$ cat config.mk
export PLATFORM = sky130hd
export DESIGN_NAME = dac_frame_fmt
export DESIGN_NICKNAME = d
export VERILOG_FILES = /design/src/rtl/dac_frame_fmt.sv
export SDC_FILE = /design/constraint.sdc
export NUM_CORES = 1
export LEC_CHECK = 0
export ABC_AREA = 1
export CORE_MARGIN = 5
export CORE_UTILIZATION = 50
export CTS_CLUSTER_DIAMETER = 150
export DETAILED_ROUTE_END_ITERATION = 16
export GPL_ROUTABILITY_DRIVEN = 0
export PLACE_DENSITY = 0.73
export RECOVER_POWER = 50
export SLEW_MARGIN = 25
export SYNTH_ARGS = -nofsm -noshare
export SYNTH_HDL_FRONTEND = slang
export SYNTH_SLANG_ARGS = --single-unit
$ cat constraint.sdc
create_clock -name clk -period 4.15 [get_ports clk]
set_clock_uncertainty 0.05 [all_clocks]
set_input_delay 0.83 -clock clk [delete_from_list [all_inputs] [get_ports clk]]
set_output_delay 0.83 -clock clk [all_outputs]
set_load 0.1 [all_outputs]
$ cat src/rtl/dac_frame_fmt.sv
// dac_frame_fmt: turns 32-bit I/Q samples into the interleaved 16-bit DAC word stream
// with a SYNC start-up burst, periodic FRAME markers, per-word parity and underflow zero-fill.
module dac_frame_fmt #(
  parameter int unsigned FRAME_PERIOD = 16,
  parameter int unsigned SYNC_LEN     = 32,
  parameter int unsigned PARITY_ODD   = 0
) (
  input  logic        clk,
  input  logic        rst,
  input  logic        i_enable,
  input  logic [31:0] i_iq_data,
  input  logic        i_iq_valid,
  output logic        o_iq_ready,
  output logic [15:0] o_dac_d,
  output logic        o_dac_frame,
  output logic        o_dac_parity,
  output logic        o_dac_sync,
  output logic [15:0] o_underflow_cnt
);

  localparam int unsigned W_WORD   = 16;
  localparam int unsigned W_SAMPLE = 32;
  localparam int unsigned W_CNT    = 8;

  localparam logic [1:0] ST_IDLE = 2'd0;
  localparam logic [1:0] ST_SYNC = 2'd1;
  localparam logic [1:0] ST_RUN  = 2'd2;

  localparam logic [W_CNT-1:0]  SYNC_LAST  = W_CNT'(SYNC_LEN - 1);
  localparam logic [W_CNT-1:0]  FRAME_LAST = W_CNT'(FRAME_PERIOD - 1);
  localparam logic              PAR_INIT   = 1'(PARITY_ODD);
  localparam logic [W_WORD-1:0] UF_MAX     = '1;

  logic [1:0]          state_q, state_d;
  logic [W_CNT-1:0]    sync_cnt_q, sync_cnt_d;
  logic                phase_q, phase_d;
  logic [W_CNT-1:0]    smp_cnt_q, smp_cnt_d;
  logic [W_SAMPLE-1:0] hold_q, hold_d;
  logic                hold_valid_q, hold_valid_d;
  logic [W_WORD-1:0]   q_reg_q, q_reg_d;
  logic [W_WORD-1:0]   dac_d_q, dac_d_d;
  logic                dac_frame_q, dac_frame_d;
  logic                dac_parity_q, dac_parity_d;
  logic                dac_sync_q, dac_sync_d;
  logic [W_WORD-1:0]   uf_cnt_q, uf_cnt_d;
  logic                iq_ready_c;
  logic                accept_c;
  logic                consume_c;

  // Ready depends only on registered state; a phase-0 slot frees the hold on the same edge.
  assign iq_ready_c = ((state_q == ST_RUN) || (state_q == ST_SYNC)) &&
                      (!hold_valid_q || ((state_q == ST_RUN) && !phase_q));
  assign accept_c   = i_iq_valid && iq_ready_c;

  always_comb begin
    state_d      = state_q;
    sync_cnt_d   = sync_cnt_q;
    phase_d      = phase_q;
    smp_cnt_d    = smp_cnt_q;
    hold_d       = hold_q;
    hold_valid_d = hold_valid_q;
    q_reg_d      = q_reg_q;
    dac_d_d      = dac_d_q;
    dac_frame_d  = dac_frame_q;
    dac_sync_d   = 1'b0;
    uf_cnt_d     = uf_cnt_q;
    consume_c    = 1'b0;

    case (state_q)
      ST_IDLE: begin
        dac_d_d      = '0;
        dac_frame_d  = 1'b0;
        q_reg_d      = '0;
        hold_valid_d = 1'b0;
        sync_cnt_d   = '0;
        if (i_enable) begin
          state_d    = ST_SYNC;
          dac_sync_d = 1'b1;
        end
      end

      ST_SYNC: begin
        dac_d_d     = '0;
        dac_frame_d = 1'b0;
        if (!i_enable) begin
          state_d = ST_IDLE;
        end else if (sync_cnt_q == SYNC_LAST) begin
          state_d    = ST_RUN;
          phase_d    = 1'b0;
          smp_cnt_d  = '0;
          sync_cnt_d = '0;
        end else begin
          dac_sync_d = 1'b1;
          sync_cnt_d = sync_cnt_q + W_CNT'(1);
        end
      end

      ST_RUN: begin
        phase_d = !phase_q;
        if (!phase_q) begin
          // Sample slot advances even on underflow so the frame cadence never slips.
          dac_frame_d = (smp_cnt_q == '0);
          smp_cnt_d   = (smp_cnt_q == FRAME_LAST) ? '0 : smp_cnt_q + W_CNT'(1);
          if (hold_valid_q) begin
            dac_d_d   = hold_q[W_SAMPLE-1:W_WORD];
            q_reg_d   = hold_q[W_WORD-1:0];
            consume_c = 1'b1;
          end else begin
            dac_d_d = '0;
            q_reg_d = '0;
            if (uf_cnt_q != UF_MAX) begin
              uf_cnt_d = uf_cnt_q + W_WORD'(1);
            end
          end
        end else begin
          dac_d_d = q_reg_q;
          if (!i_enable) begin
            state_d = ST_IDLE;
          end
        end
      end

      default: begin
        state_d = ST_IDLE;
      end
    endcase

    if (accept_c) begin
      hold_d       = i_iq_data;
      hold_valid_d = 1'b1;
    end else if (consume_c) begin
      hold_valid_d = 1'b0;
    end

    dac_parity_d = (^dac_d_d) ^ PAR_INIT;
  end

  always_ff @(posedge clk or posedge rst) begin
    if (rst) begin
      state_q      <= ST_IDLE;
      sync_cnt_q   <= '0;
      phase_q      <= 1'b0;
      smp_cnt_q    <= '0;
      hold_q       <= '0;
      hold_valid_q <= 1'b0;
      q_reg_q      <= '0;
      dac_d_q      <= '0;
      dac_frame_q  <= 1'b0;
      dac_parity_q <= PAR_INIT;
      dac_sync_q   <= 1'b0;
      uf_cnt_q     <= '0;
    end else begin
      state_q      <= state_d;
      sync_cnt_q   <= sync_cnt_d;
      phase_q      <= phase_d;
      smp_cnt_q    <= smp_cnt_d;
      hold_q       <= hold_d;
      hold_valid_q <= hold_valid_d;
      q_reg_q      <= q_reg_d;
      dac_d_q      <= dac_d_d;
      dac_frame_q  <= dac_frame_d;
      dac_parity_q <= dac_parity_d;
      dac_sync_q   <= dac_sync_d;
      uf_cnt_q     <= uf_cnt_d;
    end
  end

  assign o_iq_ready      = iq_ready_c;
  assign o_dac_d         = dac_d_q;
  assign o_dac_frame     = dac_frame_q;
  assign o_dac_parity    = dac_parity_q;
  assign o_dac_sync      = dac_sync_q;
  assign o_underflow_cnt = uf_cnt_q;

endmodule

-- Word-level counts from Yosys, hierarchy flattened
Cells that the tools add are included.
- $add $sub $neg: 3
- muxes and demuxes: 35
- reductions and logical operators: 23
- equality and inequality tests: 12
- bitwise gates (word level): 2
- operators with widths (kind ; count):
    two-way mux 16 bit ; 4
    case mux 16 bit (2 select lines) ; 2
    two-way mux 8 bit ; 6
    case mux 8 bit (2 select lines) ; 2
    adder 16 x 1 -> 16 bit (second input constant) ; 1
    adder 8 x 1 -> 8 bit (second input constant) ; 2
    inequality test 16 bit (second input constant) ; 1
    parity 16 bit ; 1
    two-way mux 1 bit ; 12
    AND reduction 4 bit ; 3
    two-way mux 2 bit ; 5
    inequality test 2 bit (second input constant) ; 5
    == test 8 x 4 -> 1 bit (second input constant) ; 1
    == test 8 x 5 -> 1 bit (second input constant) ; 1
    logical NOT 8 bit ; 1
    nonzero test 2 bit ; 4
    case mux 1 bit (2 select lines) ; 3
    case mux 2 bit (3 select lines) ; 1
    AND reduction 2 bit ; 3
    logical AND 1 bit ; 3
    inequality test 3 x 2 -> 1 bit (second input constant) ; 1
    AND reduction 3 bit ; 1
    nonzero test 3 bit ; 1
    == test 2 x 1 -> 1 bit (second input constant) ; 1
    7 further kinds ; 10
- output and inout port bits: 36
- register bits after elaboration: 103
- input bits: 36
- word-level logic and storage cells: 87

-- Depth between registers and ports, before layout
- depth in word-level cells: 6
- depth in mapped cells: 18
- gate-level depth less buffers: 16

-- Worst setup path after synthesis
No wires, ideal clock.
- path type: flip-flop to flip-flop
- from: register state_q[0]
- to: register hold_q[10]
- path buffers: 3
- required time: 3975 ps
- path slack: 1643 ps
- data arrival time: 2332 ps
- clock period less this slack: 2507 ps
- setup time: 125 ps
- stages on the path, launching flop included: 10
- cells stage by stage: dfrtp_1 inv_1 ha_1 buf_4 nand2_4 buf_6 a21boi_4 nand2_2 buf_6 mux2_4
- word-level cells in the longest chain between the ends: 5
- elaborated cells between the ends (all ways): 7
- those cells by class: 2 x eq/ne; 5 x reduce/logical
- ends and longest elaborated chain (element ; RTL line ; text):
    start, declared ; 34 ; logic [1:0] state_q, state_d;
    start signal, assigned ; 153 ; state_q <= state_d;
    == test 2 bit ; 51, 52 ;
    logical AND 1 bit ; 52 ; (!hold_valid_q || ((state_q == ST_RUN) && !phase_q));
    logical OR 1 bit ; 52 ;
    logical AND 1 bit (*) ; 51 ; assign iq_ready_c = ((state_q == ST_RUN) || (state_q == ST_SYNC)) &&
    named net o_iq_ready ; 13 ; output logic o_iq_ready,
    logical AND 1 bit (*) ; 53 ; assign accept_c = i_iq_valid && iq_ready_c;
    end signal, assigned ; 157 ; hold_q <= hold_d;
    end, declared ; 38 ; logic [W_SAMPLE-1:0] hold_q, hold_d;
The timed path passes the listed nets; every way through them passes the cells marked *.
A chain may end at the register's enable or synchronous reset.

-- Final worst setup path
- from: register state_q[0]
- to: output port o_iq_ready
- word-level cells in the longest chain between the ends: 4
- elaborated cells between the ends (all ways): 6
- those cells by class: 2 x eq/ne; 4 x reduce/logical
- ends and longest elaborated chain (element ; RTL line):
    == test 2 bit ; 51, 52
    logical AND 1 bit ; 52
    logical OR 1 bit ; 52
    logical AND 1 bit (*) ; 51
    end, declared ; 13
Mark *: on every way between the ends. The rest lies on a longest branch, timed or not.

==> impl_metrics.csv <==
group,metric,value,unit
global_routing,grt_max_degree,104,
yosys,synth_area_leaders,"dfrtp_1 47%, nand2_1 10%, mux2_4 5.5%, nand3_1 4.2%, nor2_1 3.8%",
worst_setup_path,arrival,2.46,ns
floorplan,die_area,13100,um2
final_layout,drive_gt1_share,12.9,%
yosys,syn_nets,657,
final_layout,area.growth.synth_to_final,16.8,%
global_routing,grt_first_pass_wirelength,19.3,mm
worst_setup_path,critPathMaxStageDelay,0.56,ns
clock_tree,cts_buffers,9,
sta,max_freq,300,MHz
final_layout,final_cell_mix,"146 x nand2_1, 103 x dfrtp_1, 70 x clkdlybuf4s50_1",
power,p_per_area,696,nW/um2
yosys,synth-edff-count,0,
power,leakagePower,2.99,nW
status,violations,"capacitance limit, slew limit",
sta,fin_crit,3.34,ns
yosys,yosys_warnings,0,
global_routing,grt_usage,18.1,%
yosys,netlist.area_leader.share,47.2,%
clock_tree,cts_resized,0,
sta,hold_slack,0.436,ns
sta,period_share,80.4,%
worst_setup_path,critical_path_class,"reg -> out",
global_routing,grt.overflow.total,0,
sta,slew_viol_final,104,
floorplan,start_util,50.6,%
yosys,synth.largest_area_cell,"dfrtp_1",
sta,slew_headroom,-65.7,%
clock_tree,cts_buffer_depth,2,
detailed_routing,drtPass1Iterations,4,
clock_tree,clkLatencyLatePin,0.37,ns
floorplan,core-area,10800,um2
status,status,"complete, but fails checks",
clock_tree,cts_root_buffer,"clkbuf_8",
detailed_routing,vias_per_cell,5.14,
detailed_routing,drc,0,
sta,rsz0062_at_grt,"false",
min_path,hold_class,"reg -> reg",
detailed_routing,antenna_left,0,
yosys,synth_ff_type,"dfrtp_1",
clock_tree,clk_pin_slew_worst_paths,0.10,ns
global_routing,antenna_found_initial,0,
detailed_routing,wl_per_cell,13.6,um
sta,tns,0,ns
yosys,synth-seq-area-share,47.2,%
flow_run,maxCapViolations,1,
clock_tree,cts_tree,"built",
sta,hold_viol,0,
clock_tree,cts-htree-levels,3,
final_layout,diodes,0,
worst_setup_path,cp_cell_sequence,"inv_1 > ha_1 > nand2_4 > a21boi_4 > buf_4",
clock_tree,cts_setup_buffers,0,
floorplan,rows,38,
final_layout,layout_commonest_cell,"nand2_1",
clock_tree,clkSinkCount,103,
detailed_routing,vias,4211,
yosys,synth_seq_cells,103,
yosys,ys_types,41,
yosys,async_flop_share,100,%
detailed_routing,first_iter_violations,266,
placed_design,hpwl,8.21,mm
floorplan,die_h,115,um
placed_design,numPortBuffers,71,
clock_tree,cts_hold_buf,0,
worst_setup_path,cp-start-kind,"flip-flop",
yosys,avgSynthCellArea,8.94,um2
worst_setup_path,end_kind,"primary output",
sta,worstMarginPinSlew,2.49,ns
worst_setup_path,slowest_stage,"ha_1",
final_layout,nNetsFinal,722,
yosys,netlist_area,5460,um2
detailed_routing,wirelength,11.2,mm
power,vdd.ir_drop.worst,0.326,mV
floorplan,die_x,115,um
worst_setup_path,cp.required,3.27,ns
floorplan,ios,72,
global_routing,grt_pass1_vias,4256,
worst_setup_path,path_max_fanout,20,
sta,setup_viol,0,
yosys,netlist_instances,611,
final_layout,nFillCells,946,
[synth_stat cells, drive strengths merged, types with 8 or more instances]
library cell,count
nand2,151
dfrtp,103
nor2,91
inv,57
nand3,46
o21ai,34
mux2,32
buf,15
o21bai,15
a21oi,11
ha,10
xor2,9
nor3,8
[path summary, 6_finish.rpt]
path                            depth (start not counted)            endpoint          start  slack, ns
max in group asynchronous                               3          hold_q[30]            rst       0.92
worst max register to register                          6          hold_q[30]     state_q[0]       1.11
worst max-delay path                                    5          o_iq_ready     state_q[0]       0.81
worst min register to register                          1       sync_cnt_q[7]  sync_cnt_q[7]       0.44
worst min-delay path                                    1       sync_cnt_q[7]  sync_cnt_q[7]       0.44
min in group asynchronous                               3  o_underflow_cnt[6]            rst       1.65
[final cells by class]
| cell class | count | area (um2) | share of cell area, % |
|---|---|---|---|
| Tap cell | 140 | 175 | 2.75 |
| Clock inverter | 4 | 32.5 | 0.510 |
| Sequential cell | 103 | 2580 | 40.4 |
| Timing Repair Buffer | 72 | 713 | 11.2 |
| Inverter | 57 | 218 | 3.41 |
| Multi-Input combinational cell | 433 | 2530 | 39.7 |
| Clock buffer | 11 | 131 | 2.06 |
[state kept, by name, summed over array words and instances, names as in the netlist, 2 cells and up]
name             cells
hold_q              32
smp_cnt_q            8
o_underflow_cnt     16
state_q              2
o_dac_d             16
sync_cnt_q           8
q_reg_q             16
[layer usage]
layer | global-route usage, % | share of wire (%)
met5 | 0 | 0
met4 | 7.44 | 2.4
met3 | 3.49 | 5.2
met2 | 28.4 | 45
met1 | 24.6 | 47
[through the flow]
step	instances	power (W)	instance area [um2]	utilization [%]	setup slack (ns)
4_1_cts	820	0.00448	6400	59.3	0.798
3_5_place_dp	805	0.00391	6230	57.8	1.11
5_1_grt	820	0.00475	6380	59.1	0.326
6_report	820	0.00444	6380	59.1	0.812
3_3_place_gp	805	0.00384	6230	57.8	1.23
2_1_floorplan	611	0.00344	5460	-	0.566
[worst max-delay path, delay by kind of cell (launching register included)]
family / cells / cell delay (ns)
buf+inv: 2 / 0.47
flops: 1 / 0.41
compound gates: 1 / 0.24
simple gates: 1 / 0.40
fa+ha+maj: 1 / 0.56
[cells by family after synthesis]
kind of cell / count (synthesis) / synth area share (%)
fa+ha+maj: 10 / 2.29
flops: 103 / 47.2
buf+inv: 75 / 6.39
compound gates: 69 / 7.84
mux: 32 / 7.97
simple gates: 306 / 25.8
xor+xnor: 16 / 2.57
[report_power, final]
part,leakage (nW),switching [W],internal [W],total (W)
combinational,1.57,0.00155,0.000762,0.00232
clock,0.0760,0.000341,0.000219,0.000560
sequential,1.34,0.000250,0.00131,0.00156
total,2.99,0.00215,0.00229,0.00444
Power figures use the tool's default switching activity.
